<file path="src/rtl/cdr_pkg.sv">
// Shared CDR definitions: default widths, decimation ratio encoding and the
// decimator FSM state type.
package cdr_pkg;

  localparam int VOTE_W   = 6;
  localparam int MAX_LOG2 = 5;

  typedef enum logic [1:0] {
    DEC_4  = 2'd0,
    DEC_8  = 2'd1,
    DEC_16 = 2'd2,
    DEC_32 = 2'd3
  } dec_ratio_e;

  typedef enum logic {
    ST_IDLE  = 1'b0,
    ST_ACCUM = 1'b1
  } state_e;

  // Window length in cycles for a given ratio code: 4 << code.
  function automatic int dec_win_len(input logic [1:0] sel);
    return 4 << sel;
  endfunction

endpackage

</file>
<file path="src/rtl/vote_sat.sv">
// Turns a window sum into the loop-filter vote: either the sum clamped to the
// signed VOTE_W range, or just its sign (+1/0/-1).
module vote_sat #(
  parameter int VOTE_W = 6,
  parameter int ACC_W  = 7
) (
  input  logic signed [ACC_W-1:0]  sum,
  input  logic                     maj_mode,
  output logic        [VOTE_W-1:0] vote
);

  localparam logic signed [ACC_W-1:0] SAT_MAX = ACC_W'((1 << (VOTE_W - 1)) - 1);
  localparam logic signed [ACC_W-1:0] SAT_MIN = ACC_W'(-(1 << (VOTE_W - 1)));

  logic is_neg;
  logic is_pos;

  assign is_neg = sum[ACC_W-1];
  assign is_pos = !sum[ACC_W-1] && (sum != '0);

  always_comb begin
    vote = '0;
    if (maj_mode) begin
      if (is_pos)      vote = VOTE_W'(1);
      else if (is_neg) vote = '1;
    end else if (sum > SAT_MAX) begin
      vote = SAT_MAX[VOTE_W-1:0];
    end else if (sum < SAT_MIN) begin
      vote = SAT_MIN[VOTE_W-1:0];
    end else begin
      vote = sum[VOTE_W-1:0];
    end
  end

endmodule

</file>
<file path="src/rtl/bb_pd_decimator.sv">
// Bang-bang phase-detector decimator: sums early/late decisions over a
// window of 4..32 cycles and emits one signed vote per window.
//
// Handshake: vote_valid is a one-cycle pulse with no back-pressure; vote_out
// is valid whenever vote_valid is high and holds its value between pulses.
module bb_pd_decimator #(
  parameter int VOTE_W   = cdr_pkg::VOTE_W,
  parameter int MAX_LOG2 = cdr_pkg::MAX_LOG2
) (
  input  logic              clk,
  input  logic              reset,
  input  logic              en,
  input  logic              pd_valid,
  input  logic              early,
  input  logic              late,
  input  logic [1:0]        dec_sel,
  input  logic              maj_mode,
  output logic [VOTE_W-1:0] vote_out,
  output logic              vote_valid,
  output cdr_pkg::state_e   dbg_state
);

  import cdr_pkg::*;

  localparam int ACC_W = VOTE_W + 1;

  state_e                   state_q, state_d;
  logic [MAX_LOG2-1:0]      cnt_q, cnt_d;
  logic signed [ACC_W-1:0]  acc_q, acc_d;
  dec_ratio_e               sel_q, sel_d;
  logic [VOTE_W-1:0]        vote_q;
  logic                     valid_q, valid_d;
  logic                     vote_load;

  logic signed [ACC_W-1:0]  delta;
  logic signed [ACC_W-1:0]  sum_now;
  logic [1:0]               eff_sel;
  logic [MAX_LOG2-1:0]      win_last;
  logic                     is_last;
  logic [VOTE_W-1:0]        vote_next;

  always_comb begin
    delta = '0;
    if (pd_valid && early && !late)      delta = ACC_W'(1);
    else if (pd_valid && late && !early) delta = '1;
  end

  assign sum_now = acc_q + delta;

  // The ratio is taken live on the first cycle of a window and frozen after.
  assign eff_sel  = (cnt_q == '0) ? dec_sel : sel_q;
  assign win_last = MAX_LOG2'(dec_win_len(eff_sel) - 1);
  assign is_last  = (cnt_q == win_last);

  always_ff @(posedge clk) begin
    if (reset) begin
      state_q <= ST_IDLE;
      cnt_q   <= '0;
      acc_q   <= '0;
      sel_q   <= DEC_4;
      vote_q  <= '0;
      valid_q <= 1'b0;
    end else begin
      state_q <= state_d;
      cnt_q   <= cnt_d;
      acc_q   <= acc_d;
      sel_q   <= sel_d;
      valid_q <= valid_d;
      if (vote_load) vote_q <= vote_next;
    end
  end

  // Accumulation follows en directly so the cycle en rises is sample 0 of
  // the first window; the state register records loop activity.
  always_comb begin
    state_d   = state_q;
    cnt_d     = '0;
    acc_d     = '0;
    sel_d     = sel_q;
    valid_d   = 1'b0;
    vote_load = 1'b0;
    case (state_q)
      ST_IDLE:  if (en)  state_d = ST_ACCUM;
      ST_ACCUM: if (!en) state_d = ST_IDLE;
      default:           state_d = ST_IDLE;
    endcase
    if (en) begin
      if (cnt_q == '0) sel_d = dec_ratio_e'(dec_sel);
      if (is_last) begin
        vote_load = 1'b1;
        valid_d   = 1'b1;
      end else begin
        cnt_d = cnt_q + MAX_LOG2'(1);
        acc_d = sum_now;
      end
    end
  end

  vote_sat #(
    .VOTE_W (VOTE_W),
    .ACC_W  (ACC_W)
  ) u_vote_sat (
    .sum      (sum_now),
    .maj_mode (maj_mode),
    .vote     (vote_next)
  );

  assign vote_out   = vote_q;
  assign vote_valid = valid_q;
  assign dbg_state  = state_q;

endmodule

</file>
<file path="config.mk">
export PLATFORM = sky130hd
export DESIGN_NAME = bb_pd_decimator
export DESIGN_NICKNAME = d
export VERILOG_FILES = /design/src/rtl/cdr_pkg.sv /design/src/rtl/vote_sat.sv /design/src/rtl/bb_pd_decimator.sv
export SDC_FILE = /design/constraint.sdc
export NUM_CORES = 1
export LEC_CHECK = 0
export BUFFER_PORTS_ARGS = -buffer_cell sky130_fd_sc_hd__buf_2
export CAP_MARGIN = 20
export CORE_AREA = 4 4 63 65
export DETAILED_ROUTE_END_ITERATION = 12
export DIE_AREA = 0 0 67 69
export HOLD_SLACK_MARGIN = 0.1
export SYNTH_ARGS = -nofsm -noshare
export SYNTH_HDL_FRONTEND = slang
export SYNTH_SLANG_ARGS = --single-unit
export TNS_END_PERCENT = 10
</file>
<file path="constraint.sdc">
create_clock -name clk -period 3.4 [get_ports clk]
set_input_delay 0.51 -clock clk [delete_from_list [all_inputs] [get_ports clk]]
set_output_delay 0.51 -clock clk [all_outputs]
set_load 0.02 [all_outputs]
</file>
==> flow_metrics.tcl <==
set metrics [dict create \
    outcome "complete, no violations" \
    hold_class "in -> reg" \
    ys_seq_area_share_pct 33.6 \
    drc_errors 0 \
    start_util_pct 39.3 \
    clk_path_buf_depth 2 \
    cts_made_buffers 3 \
    ctsHoldBuffers 0 \
    grt_usage_pct 12.2 \
    h-tree-depth 1 \
    grt_start_max_net_pins 13 \
    syn-cell-area_um2 1310 \
    cp.arrival_ps 2740 \
    synth_nets 165 \
    post_cts_buffers 0 \
    place.port_buffers 16 \
    max-vdd-ir-drop_uv 151 \
    routedWlPerCell_um 11.7 \
    crit_buf_inv 2 \
    min_from "reset" \
    end_kind "register" \
    fp.dieH_um 69 \
    critPathTopFamily "simple AND/OR/NAND/NOR gates" \
    antenna_cells 0 \
    clk_pin_slew_ps 110 \
    p_leak_nw 0.648 \
    layout-drive-gt1-share_pct 17.8 \
    post_cts_resized 0 \
    fin_cells 209 \
    coreArea_um2 3340 \
    ys_types 45 \
    ys_ff_latch 22 \
    max_freq_mhz 390 \
    grt-ovfl-total 0 \
    grt_pass1_vias 1032 \
    dp_cells 206 \
    syn_to_final_growth_pct 10.4 \
    crit_chain "buf_2 -> xor2_1 -> and2_1 -> ha_1 -> inv_1 -> fa_1 -> and2b_1 -> o22ai_1 -> xnor2_1 -> or4b_1 -> o22ai_2 -> a2111oi_2" \
    slew_headroom_pct 69.2 \
    p_per_area_nw_per_um2 330 \
    avgSynthCellArea_um2 8.91 \
    critPathKind "in -> reg" \
    clk_latency_ps 290 \
    cts_tree "done" \
    cp_max_fo 4 \
    via_per_inst 5.03 \
    fin_crit_sh_pct 75.4 \
    synth_cells 147 \
    timing.setup.tns_ps 0 \
    timing.rr.start "acc_q[0]" \
    final_cell_mix "22 x dfxtp_1, 18 x nor2_1, 16 x inv_1, 16 x buf_2, 10 x a21oi_1" \
    die_w_um 67 \
    dieArea_um2 4620 \
    rsz0062_at_grt "no" \
    period_needed_ps 2560 \
    fp-row-count 21 \
    hold_viol_final 0 \
    max_stage_delay_ps 540 \
    gp_congestion 0.766 \
    ant_nets 0 \
    finClkSkew_ps 6.00 \
    cts-root-buf "clkbuf_4" \
    drt_pre_antenna_iters 4 \
    maxCapViolCount 0 \
    placed_area_um2 1420 \
    hpwl_mm 1.97 \
    grt_pass1_wl_mm 4.56 \
    io_pins 17 \
    nets 183 \
    layout.cells.most_common "dfxtp_1" \
    rrSetupSlack_ps 1090 \
    drt_iter0_drc 24 \
    setup_viol 0 \
    critPathRequiredTime_ps 3580 \
    maxSlewViolCount 0 \
    routed_wl_mm 2.44 \
    cts_num_sinks 22 \
    worst_pin_slew_ps 462 \
    antenna_found_initial 0 \
    cp_slowest_cell "or4b_1" \
    crit_start "late" \
    vias 1052 \
    fin_area_um2 1450 \
    startpoint_type "input port" \
    yosys_warnings 0 \
]
## per-stage QoR
step	hold slack, ps	util, %	worst slack (ps)	total power, mW
5_1_grt	454	43.3	698	0.507
3_5_place_dp	448	42.7	488	0.370
3_3_place_gp	445	42.7	562	0.368
4_1_cts	442	43.3	835	0.484
6_report	454	43.3	836	0.477
2_1_floorplan	430	-	757	0.348
## Yosys cell counts, drive strengths merged
master / instances / area share [%]
nand3b: 1 / 0.57
a22oi: 3 / 1.7
fa: 1 / 1.5
nor3b: 1 / 0.57
nor3: 2 / 0.76
o21a: 1 / 0.57
or2: 2 / 1.1
or4b: 1 / 0.76
xnor2: 5 / 5.3
and2b: 1 / 0.57
o311ai: 1 / 2.0
o211ai: 1 / 0.57
ha: 8 / 7.6
nor2: 18 / 5.2
a221oi: 2 / 1.8
o21bai: 1 / 0.57
a21o: 2 / 1.1
dfxtp: 22 / 34
nand3: 6 / 2.3
mux2i: 2 / 1.5
nand2: 10 / 3.1
a21oi: 10 / 3.8
nor2b: 4 / 1.9
and2: 3 / 1.4
a211o: 3 / 2.0
nand2b: 1 / 0.48
o22ai: 3 / 1.9
a2111oi: 1 / 1.1
nand4bb: 1 / 0.86
o311a: 1 / 0.76
nor4: 1 / 0.48
inv: 17 / 4.9
o2111ai: 2 / 1.3
xor2: 5 / 3.3
buf: 3 / 1.8
maj3: 1 / 0.86
## cells by family after synthesis
| kind of cell | count (synthesis) | synth area share (%) |
|---|---|---|
| simple gates | 52 | 20.1 |
| compound gates | 31 | 19.4 |
| flops | 22 | 33.6 |
| buf+inv | 20 | 6.69 |
| xor+xnor | 10 | 8.69 |
| fa+ha+maj | 10 | 10.0 |
| mux | 2 | 1.53 |
## per-layer routing
metal,vias to the layer above,routed length (µm),track usage [%]
met3,2,50,2.60
met4,0,17,3.83
met5,-,0,0
met2,6,1220,20.1
li1,539,-,-
met1,505,1160,15.6
## registers in the layout, summed over array words and instances (netlist names)
signal      cells
sel_q           2
acc_q           7
vote_valid      1
vote_out        6
dbg_state       1
cnt_q           5
## worst reg2reg max path, stage by stage (launching register included)
cell and delay (ps):
dfxtp_1 330, ha_1 160, inv_1 60, fa_1 410
and2b_1 230, o22ai_1 100, xnor2_1 180, or4b_1 540
o22ai_2 120, a2111oi_2 80
## power by group
part           total [mW]  switching, mW  internal, mW
sequential          0.269        0.00441         0.264
combinational      0.0955         0.0546        0.0408
clock               0.113         0.0715        0.0412
## path summary, 6_finish.rpt
| kind | endpoint | depth (start not counted) |
|---|---|---|
| setup / recovery | vote_out[0] | 12 |
| hold / removal | vote_out[0] | 2 |
| setup reg to reg | vote_out[0] | 9 |
| hold reg to reg | vote_out[4] | 2 |
## final cells by class
cell class / instances / area [µm²]
fillers: 341 / 1890
multi-input cells: 105 / 782
flip-flops and latches: 22 / 440
repair buffers: 16 / 80.1
inverters: 17 / 63.8
well taps: 46 / 57.6
clock buffers: 3 / 22.5
Power figures use the tool's default switching activity.
